`src/rtl/bus_dest_decoder.sv`:
```
`default_nettype none
// ============================================================================
//  Module  : bus_dest_decoder
//  Purpose : Write side of the datapath bus. Decodes a 5-bit destination code
//            into a registered one-hot load-enable vector and captures the
//            bus value in the same edge, so that the destination register,
//            its enable and its data all arrive together. Illegal codes drop
//            the block into a sticky ERROR state until ErrClr.
//  Ports   :
//    clk_i           datapath clock, rising edge
//    rst_ni          asynchronous active-low reset
//    dest_code_i     destination code (0..NUM_DEST-1 legal)
//    dest_valid_i    write request this cycle
//    hold_i          stall, blocks acceptance
//    err_clr_i       clears ERROR state and illegal_dest_o
//    bus_mux_out_i   current bus value
//    dest_ready_o    request accepted when dest_valid_i & dest_ready_o
//    load_en_o       registered one-hot load enables
//    bus_latch_o     bus value captured with the accepted write
//    illegal_dest_o  sticky illegal-code flag
//    write_count_o   count of legal accepted writes (wraps)
//  Revision: 1.0 - initial release
// ============================================================================
module bus_dest_decoder #(
  parameter int NUM_DEST = 24,
  parameter int CNT_W    = 16
) (
  input  logic                clk_i,
  input  logic                rst_ni,
  input  logic [4:0]          dest_code_i,
  input  logic                dest_valid_i,
  input  logic                hold_i,
  input  logic                err_clr_i,
  input  logic [31:0]         bus_mux_out_i,
  output logic                dest_ready_o,
  output logic [NUM_DEST-1:0] load_en_o,
  output logic [31:0]         bus_latch_o,
  output logic                illegal_dest_o,
  output logic [CNT_W-1:0]    write_count_o
);

  typedef enum logic [1:0] {
    ST_IDLE  = 2'd0,
    ST_WRITE = 2'd1,
    ST_ERROR = 2'd2
  } state_e;

  // Extra bit so that NUM_DEST = 32 is representable; with 32 destinations
  // every 5-bit code compares legal and the ERROR path can never be entered.
  localparam logic [5:0]          C_NUM_DEST = 6'(NUM_DEST);
  localparam logic [NUM_DEST-1:0] C_ONE      = NUM_DEST'(1);

  state_e              state_q, state_d;
  logic [NUM_DEST-1:0] load_en_q, load_en_d;
  logic [31:0]         bus_latch_q, bus_latch_d;
  logic                illegal_q, illegal_d;
  logic [CNT_W-1:0]    count_q, count_d;

  logic w_accept;
  logic w_legal;

  assign dest_ready_o = !hold_i && (state_q != ST_ERROR);
  assign w_accept     = dest_valid_i && dest_ready_o;
  assign w_legal      = ({1'b0, dest_code_i} < C_NUM_DEST);

  always_comb begin
    state_d     = state_q;
    load_en_d   = '0;
    bus_latch_d = bus_latch_q;
    illegal_d   = illegal_q;
    count_d     = count_q;

    case (state_q)
      ST_ERROR: begin
        // dest_ready_o is low here, so no request can be accepted.
        if (err_clr_i) begin
          state_d   = ST_IDLE;
          illegal_d = 1'b0;
        end
      end
      default: begin
        if (err_clr_i) begin
          illegal_d = 1'b0;
        end
        if (w_accept && w_legal) begin
          state_d     = ST_WRITE;
          load_en_d   = C_ONE << dest_code_i;
          bus_latch_d = bus_mux_out_i;
          count_d     = count_q + CNT_W'(1);
        end else if (w_accept) begin
          // Setting the flag takes priority over a same-cycle ErrClr.
          state_d   = ST_ERROR;
          illegal_d = 1'b1;
        end else begin
          state_d = ST_IDLE;
        end
      end
    endcase
  end

  always_ff @(posedge clk_i or negedge rst_ni) begin
    if (!rst_ni) begin
      state_q     <= ST_IDLE;
      load_en_q   <= '0;
      bus_latch_q <= '0;
      illegal_q   <= 1'b0;
      count_q     <= '0;
    end else begin
      state_q     <= state_d;
      load_en_q   <= load_en_d;
      bus_latch_q <= bus_latch_d;
      illegal_q   <= illegal_d;
      count_q     <= count_d;
    end
  end

  assign load_en_o      = load_en_q;
  assign bus_latch_o    = bus_latch_q;
  assign illegal_dest_o = illegal_q;
  assign write_count_o  = count_q;

endmodule
`default_nettype wire

```
`config.mk`:
```
export PLATFORM = sky130hd
export DESIGN_NAME = bus_dest_decoder
export DESIGN_NICKNAME = d
export VERILOG_FILES = /design/src/rtl/bus_dest_decoder.sv
export SDC_FILE = /design/constraint.sdc
export NUM_CORES = 1
export LEC_CHECK = 0
export ABC_CLOCK_PERIOD_IN_PS = 1300
export BUFFER_PORTS_ARGS = -buffer_cell sky130_fd_sc_hd__buf_4
export CAP_MARGIN = 10
export CORE_MARGIN = 10
export CORE_UTILIZATION = 30
export DETAILED_ROUTE_END_ITERATION = 16
export SYNTH_ARGS = -nofsm -noshare
export SYNTH_HDL_FRONTEND = slang
export SYNTH_SLANG_ARGS = --single-unit
```
`constraint.sdc`:
```
create_clock -name clk_i -period 1.3 [get_ports clk_i]
set_input_delay 0.26 -clock clk_i [delete_from_list [all_inputs] [get_ports clk_i]]
set_output_delay 0.26 -clock clk_i [all_outputs]
set_load 0.1 [all_outputs]
```
# Yosys cells after proc, flatten, opt, wreduce, memory -nomap -nowiden
# Index checks and enable logic that the tools add are counted.
classes:
  n_addsub: 1
  n_lt_le_gt_ge: 1
  eq_ne: 3
  shifts: 1
  n_mux: 10
  bitwise_logic: 1
  reduce_logical: 5
op_table:
  columns: ["operator", "count"]
  rows:
  - ["$mux 24", 2]
  - ["$shl 1x5->24 const A", 1]
  - ["$add 16x1->16 const B", 1]
  - ["$mux 2", 4]
  - ["$lt 5x5->1 const B", 1]
  - ["$mux 1", 4]
  - ["$ne 2x2->1 const B", 2]
  - ["$logic_and 1x1->1", 3]
  - ["$eq 2x2->1 const B", 1]
  - ["$reduce_and 2->1", 1]
  - ["$logic_not 1->1", 1]
  - ["$not 1->1", 1]
totals:
  ff_bits: 75
  input_bits: 42
  out_inout_bits: 74
  wordCells: 27

# Longest topological paths before layout
# Gate-level depths: netlist (run 1).
depth:
  word_depth: 6
  depth_mapped: 7
  depth_no_buf: 5

# Worst setup path after synthesis (run 1)
# OpenSTA, ideal clock, no wires.
synth_path:
  kind: "flip-flop to output port"
  from: "reg state_q[1]"
  to: "out dest_ready_o"
  t_arrival_ns: 1.952
  t_required_ns: 1.040
  slack_ns: -0.912
  path_stages_with_launch: 4
  n_path_buf: 1
  path_cell_list: "dfrtp_1 -> nand2b_1 -> buf_2 -> nor2b_1"
synth_between:
  elab_chain_len: 2
synth_lines:
  columns: ["element", "line_no", "source"]
  rows:
  - ["start: declaration", "53", "state_e state_q, state_d;"]
  - ["start signal: assignment", "109", "state_q <= state_d;"]
  - ["$ne 2x2->1", "62", "assign dest_ready_o = !hold_i && (state_q != ST_ERROR);"]
  - ["$logic_and 1x1->1", "62", null]
  - ["end: declaration", "35", "output logic dest_ready_o,"]
# No other way between the ends.

# Worst setup path after layout (run 1)
layout_path:
  from: "reg count_q[0] (netlist: write_count_o[0])"
  to: "reg count_q[6] (netlist: write_count_o[6])"
layout_between:
  elab_chain_len: 1
layout_lines:
  columns: ["element", "line_no", "source"]
  rows:
  - ["start: declaration", "57", "logic [CNT_W-1:0] count_q, count_d;"]
  - ["start signal: assignment", "113", "count_q <= count_d;"]
  - ["$add 16x1->16", "89", "count_d = count_q + CNT_W'(1);"]
# No other way between the ends.
# A chain may end at the register's enable or synchronous reset.

==> results of run 1 <==
-- what timing repair did --
item	4_1_cts	5_1_grt
cloned	0	0
hold buffers	1	0
pin swaps	8	5
endpoints found under the hold margin	75	0
gates resized for setup	66	51
setup buffers	15	12
endpoints found under the setup margin	72	103
-- stage by stage --
| stage | total power (W) | hold slack, ns | utilization | area (um2) |
|---|---|---|---|---|
| 2_1_floorplan | 0.005175 | -0.03559 | - | 2995 |
| 3_3_place_gp | 0.006063 | 0.3096 | 0.4515 | 4212 |
| 3_5_place_dp | 0.006099 | 0.3139 | 0.4515 | 4212 |
| 4_1_cts | 0.008354 | 0.07971 | 0.5121 | 4777 |
| 5_1_grt | 0.008794 | 0.07248 | 0.5457 | 5090 |
| 6_report | 0.008423 | 0.09706 | 0.5457 | 5090 |
-- cells in the final DEF (no fill, tap or decap), types with 2 or more instances in the layout --
master and instances:
dfrtp_4 13, inv_1 2, buf_6 55, buf_4 95, nand4_1 2, and3_4 2, inv_6 6, o22ai_1 2
nor3_2 2, dfrtp_1 60, nor2_2 7, xnor2_1 3, buf_8 2, nand2_1 109, nor4_4 2, nor3_4 3
nand4b_1 2, nor2_1 22, xor2_1 12, dfrtp_2 2, nand3_1 6, nand3b_1 3, buf_12 18, clkbuf_8 9
-- state kept, by name, indices dropped and copies added, names as in the netlist --
signal	flops
illegal_dest_o	1
write_count_o	16
bus_latch_o	32
load_en_o	24
state_q	2
-- cells by family (layout without fill, tap and decap cells) --
logic type                 count (synthesis)  count (layout)  synth area share
and+or+nand+nor                          173             173            0.2743
DFF                                       75              75            0.6499
xor gates and xnor gates                  15              15           0.04550
buffers and inverters                     12             190           0.02166
AOI/OAI and AO/OA                          2               2          0.004332
adders and majority gates                  1               1          0.004332
-- power breakdown --
group	internal [W]	switching, W
logic	0.00124	0.00258
registers	0.00264	0.000238
clock network	0.000738	0.000989
-- worst max-delay path, delay by kind of cell (launching register included) --
family / cells / cell delay [ns]
buffers and inverters: 1 / 0.19
and+or+nand+nor: 3 / 0.44
DFF: 1 / 0.46
adders and majority gates: 1 / 0.14
xor gates and xnor gates: 1 / 0.15
-- how the worst max path moves through the flow --
stage / from / end / slack [ns] / cells past startpoint
detailed placement: hold_i / write_count_o[5] / -0.17 / 6
CTS: state_q[1] / dest_ready_o / -0.18 / 3
global route: write_count_o[0] / write_count_o[6] / -0.22 / 6
floorplan: write_count_o[4] / write_count_o[15] / -0.21 / 4
global placement: hold_i / write_count_o[5] / -0.15 / 6
finish: write_count_o[0] / write_count_o[6] / -0.15 / 6
-- final cells by class --
class                      count  area, um2
fill                         840       4238
sequential                    75       1928
timing repair buffer         171       1733
multi-input combinational    191       1067
tap                          129      161.4
clock buffer                   9      123.9
clock inverter                 7      61.31
inverter                       3      15.01
-- routing by layer --
metal,share of wire,vias up,global-route usage
li1,-,1223,-
met1,0.40,1196,0.1408
met2,0.52,67,0.1992
met3,0.073,6,0.05659
met4,0.0046,0,0.02782
met5,0,-,0
==> reports/metrics.cfg, run 1 <==
[worst_setup_path]
ff2ff_setup_slack_ns=-0.15
reg2reg_depth=6
start_kind=flip-flop
r2r-end=write_count_o[6]
critPathMaxStageDelay_ns=0.46
criticalPathCategory=flip-flop to flip-flop
r2r-start=write_count_o[0]
critPathCaptureType=flip-flop
critPathMaxFanout=6
cp_data_required_time_ns=1.56
cp.arrival_ns=1.71
crit_slowest_cell=dfrtp_4
crit_chain=ha_4 > and3_4 > nand4_4 > buf_4 > nor2_2 > xor2_1

[sta]
layout_setup_ws_ns=-0.1499
hold_violations=0
min_period_ns=1.450
max_clock_freq_mhz=689.7
post-route-period-util=1.115
drv_slew=0
max_slew.worst_pin.slew_ns=0.4033
grt_setup_unrepaired=yes
clock-skew-final_ns=0.01114
max-slew-margin-rel=0.7311
finalSetupTns_ns=-3.424
setup_viol=57

[drt]
drc=0
via_count=2492
drt-pass1-iter-count=4
first_iter_violations=138
ant_nets=0
wl_per_cell_um=14.92
routed_wl_mm=8.729
detail_route.vias_per_cell=4.260

[die]
design.die.area_um2=13950
core_area_um2=9328
die_w_um=118.1
rows=35
die_h_um=118.1
pin_count=116
start_util=0.3096

[global_routing]
grt_max_degree=76
grt_overflow_total=0
grt_pass1_wl_mm=13.93
antenna_found_initial=0
grt_pass1_vias=2629
grt_usage=0.1214

[finish]
diodes=0
drive_gt1_frac=0.5022
area_growth_pct=76.26
fin_cells=585
layout.nets=494

[synth]
synth_common_cells=nand2_1, dfrtp_1, nor2_1, xor2_1, buf_2
synth_top_cell_by_area=dfrtp_1
syn_area_um2=2888
ys_ff_latch=75
synth_area_leaders=dfrtp_1, nand2_1, nor2_1
synth_cell_types=31
synth_edf_count=0
synth_fp_nets=321
synth_seq_area_share=0.6499
synth.avg_cell_area_um2=10.39
syn_inst=278
synth_top_area_frac=0.6499
synthArstFlopShare=1.000
synthFlopType=dfrtp_1
yosys_warnings=0
yosysMostFrequentCell=nand2_1

[flow_run]
drv_cap=0

[outcome]
status=complete, but fails checks
violations=setup timing

[place]
port_buffers=115
place_congestion=0.7267
hpwl_mm=6.083
place_ws_ns=-0.1664
dpl.cell_count=542

[power]
irDropWorstVdd_mv=1.509
leakage_nw=2.612
power.density_nw_per_um2=1655

[clock_tree]
htreeDepth=3
cts_tree=done
cts_max_path_buffers=2
clk_latency_ns=0.35
clkTransAtPathRegs_ns=0.09
cts_buffers=9
root_buffer=clkbuf_8
clock-sinks=75

[hold_path]
hold_path.class=input port to flip-flop
whs_path_depth=3
min_to=bus_latch_o[25]
hold_start=bus_mux_out_i[25]

Power figures use the tool's default switching activity.
==> run 2: changes to the inputs <==
Settings changed: REMOVE_ABC_BUFFERS set to 1.
==> reports/metrics.cfg, run 2 (synthesis gave the netlist of run 1 again) <==
[worst_setup_path]
r2r-start=state_q[1]  ; was write_count_o[0]
criticalPathCategory=flip-flop to primary output  ; was flip-flop to flip-flop
crit_chain=nand2b_4 > buf_6 > nor2b_4 > buf_12  ; was ha_4 > and3_4 > nand4_4 > buf_4 > nor2_2 > xor2_1
cp_data_required_time_ns=1.04  ; was 1.56 ns
critPathCaptureType=primary output  ; was flip-flop
ff2ff_setup_slack_ns=-0.07  ; was -0.15 ns
cp.arrival_ns=1.24  ; was 1.71 ns
critPathMaxFanout=2  ; was 6
critPathMaxStageDelay_ns=0.37  ; was 0.46 ns
start_kind=flip-flop  ; unchanged
r2r-end=write_count_o[13]  ; was write_count_o[6]
path_buf_inv=2  ; was 1
reg2reg_depth=6  ; unchanged
path_delay_family=flip-flops  ; unchanged
crit_slowest_cell=dfrtp_1  ; was dfrtp_4

[finish]
drive_gt1_frac=0.4547  ; was 0.5022
mostFrequentLayoutCell=nand2_1  ; unchanged
diodes=0  ; unchanged
layout.nets=491  ; was 494
fin_area_um2=4940  ; was 5090 um2
area_growth_pct=71.06  ; was 76.26%
final_cell_mix=nand2_1, buf_4, dfrtp_1  ; unchanged
largest_reg_flops=32  ; unchanged

[die]
core_area_um2=9328  ; unchanged
die_w_um=118.1  ; unchanged
design.die.area_um2=13950  ; unchanged
pin_count=116  ; unchanged
start_util=0.3096  ; unchanged
die_h_um=118.1  ; unchanged
rows=35  ; unchanged

[power]
power.density_nw_per_um2=1665  ; was 1655 nW/um2
irDropWorstVdd_mv=0.8211  ; was 1.509 mV
leakage_nw=2.612  ; about the same

[clock_tree]
cts_max_path_buffers=2  ; unchanged
htreeDepth=3  ; unchanged
clk_latency_ns=0.34  ; was 0.35 ns
clock-sinks=75  ; unchanged
root_buffer=clkbuf_8  ; unchanged
cts_tree=done  ; unchanged
cts_buffers=9  ; unchanged
clkTransAtPathRegs_ns=0.08  ; was 0.09 ns

[sta]
hold_violations=0  ; unchanged
max_slew.worst_pin.slew_ns=0.4052  ; was 0.4033 ns
setup_viol=34  ; was 57
grt_setup_unrepaired=yes  ; unchanged
post-route-period-util=1.151  ; was 1.115
finalSetupTns_ns=-0.8798  ; was -3.424 ns
layout_setup_ws_ns=-0.1963  ; was -0.1499 ns
clock-skew-final_ns=0.005538  ; was 0.01114 ns
max-slew-margin-rel=0.7299  ; was 0.7311
drv_slew=0  ; unchanged
min_period_ns=1.496  ; was 1.450 ns
max_clock_freq_mhz=668.3  ; was 689.7 MHz

[global_routing]
grt_usage=0.1188  ; was 0.1214
grt_pass1_wl_mm=13.75  ; was 13.93 mm
grt_overflow_total=0  ; unchanged
antenna_found_initial=0  ; unchanged
grt_pass1_vias=2743  ; was 2,629
grt_max_degree=76  ; unchanged

[place]
hpwl_mm=5.757  ; was 6.083 mm
port_buffers=115  ; unchanged
placed_area_um2=4131  ; was 4212 um2
place_congestion=0.7108  ; was 0.7267

[hold_path]
whs_path_depth=3  ; unchanged
hold_start=bus_mux_out_i[30]  ; was bus_mux_out_i[25]
min_to=bus_latch_o[30]  ; was bus_latch_o[25]
hold_path.class=input port to flip-flop  ; unchanged

[drt]
via_count=2522  ; was 2,492
drt-pass1-iter-count=4  ; unchanged
wl_per_cell_um=14.25  ; was 14.92 um
ant_nets=0  ; unchanged
detail_route.vias_per_cell=4.333  ; was 4.260
drc=0  ; unchanged
routed_wl_mm=8.295  ; was 8.729 mm
first_iter_violations=64  ; was 138

[outcome]
status=complete, but fails checks  ; unchanged
violations=setup timing  ; unchanged

[flow_run]
drv_cap=0  ; unchanged

==> run 2: cell types whose count changed in the layout (fill, tap and decap cells not counted), sizes merged <==
cell | before | now
buf | 170 | 166
clkinv | 1 | 0
nand3 | 7 | 8
clkbuf | 9 | 11
inv | 8 | 7
==> run 2: power by group <==
| group | switching [W] | internal (W) |
|---|---|---|
| clock network | 0.000934 | 0.000774 |
| registers | 0.000189 | 0.00259 |
| logic | 0.00259 | 0.00114 |
| total | 0.00371 | 0.00451 |
==> run 2: worst max-delay path by stage <==
| stage | startpoint | endpoint | slack, ns | cells after the start |
|---|---|---|---|---|
| 2_1_floorplan | state_q[1] | dest_ready_o | -0.95 | 2 |
| 3_3_place_gp | state_q[1] | dest_ready_o | -0.11 | 4 |
| 3_5_place_dp | hold_i | load_en_o[2] | -0.14 | 5 |
| 4_1_cts | state_q[0] | dest_ready_o | -0.22 | 4 |
| 5_1_grt | state_q[0] | dest_ready_o | -0.25 | 4 |
| 6_report | state_q[0] | dest_ready_o | -0.20 | 4 |
==> run 2: worst min-delay path, stage by stage <==
cell     delay (ns)
buf_4          0.07
nand2_1        0.04
nand2_1        0.04
==> run 2: final cells by class <==
class / count / area, um2
fill: 823 / 4388
sequential: 75 / 1877
timing repair buffer: 167 / 1630
multi-input combinational: 192 / 1074
tap: 129 / 161.4
clock buffer: 11 / 141.4
clock inverter: 5 / 42.54
inverter: 3 / 13.76
==> run 2: per-layer routing <==
layer / vias up / global-route usage / part of all wire
li1: 1222 / - / -
met1: 1203 / 0.1387 / 0.42
met2: 89 / 0.1923 / 0.48
met3: 8 / 0.04844 / 0.093
met4: 0 / 0.04173 / 0.0098
met5: - / 0 / 0
==> run 2: metrics by stage <==
stage	power, W	std cells	setup WS (ns)	hold slack [ns]	utilization
finish	0.008223	582	-0.1963	0.09628	0.5296
global route	0.008585	582	-0.2507	0.07816	0.5296
floorplan	0.005068	269	-0.9454	-0.03559	-
global placement	0.005995	544	-0.1102	0.3129	0.4429
detailed placement	0.006014	544	-0.1416	0.3143	0.4429
CTS	0.008194	577	-0.2174	0.07677	0.5116
==> run 2: what timing repair did <==
action / CTS / global route
setup endpoints to repair: 72 / 88
setup buffers: 15 / 5
cloned: 1 / 0
hold buffers: 1 / 0
gates resized for setup: 79 / 33
hold endpoints to repair: 75 / 0
pin swaps: 12 / 5
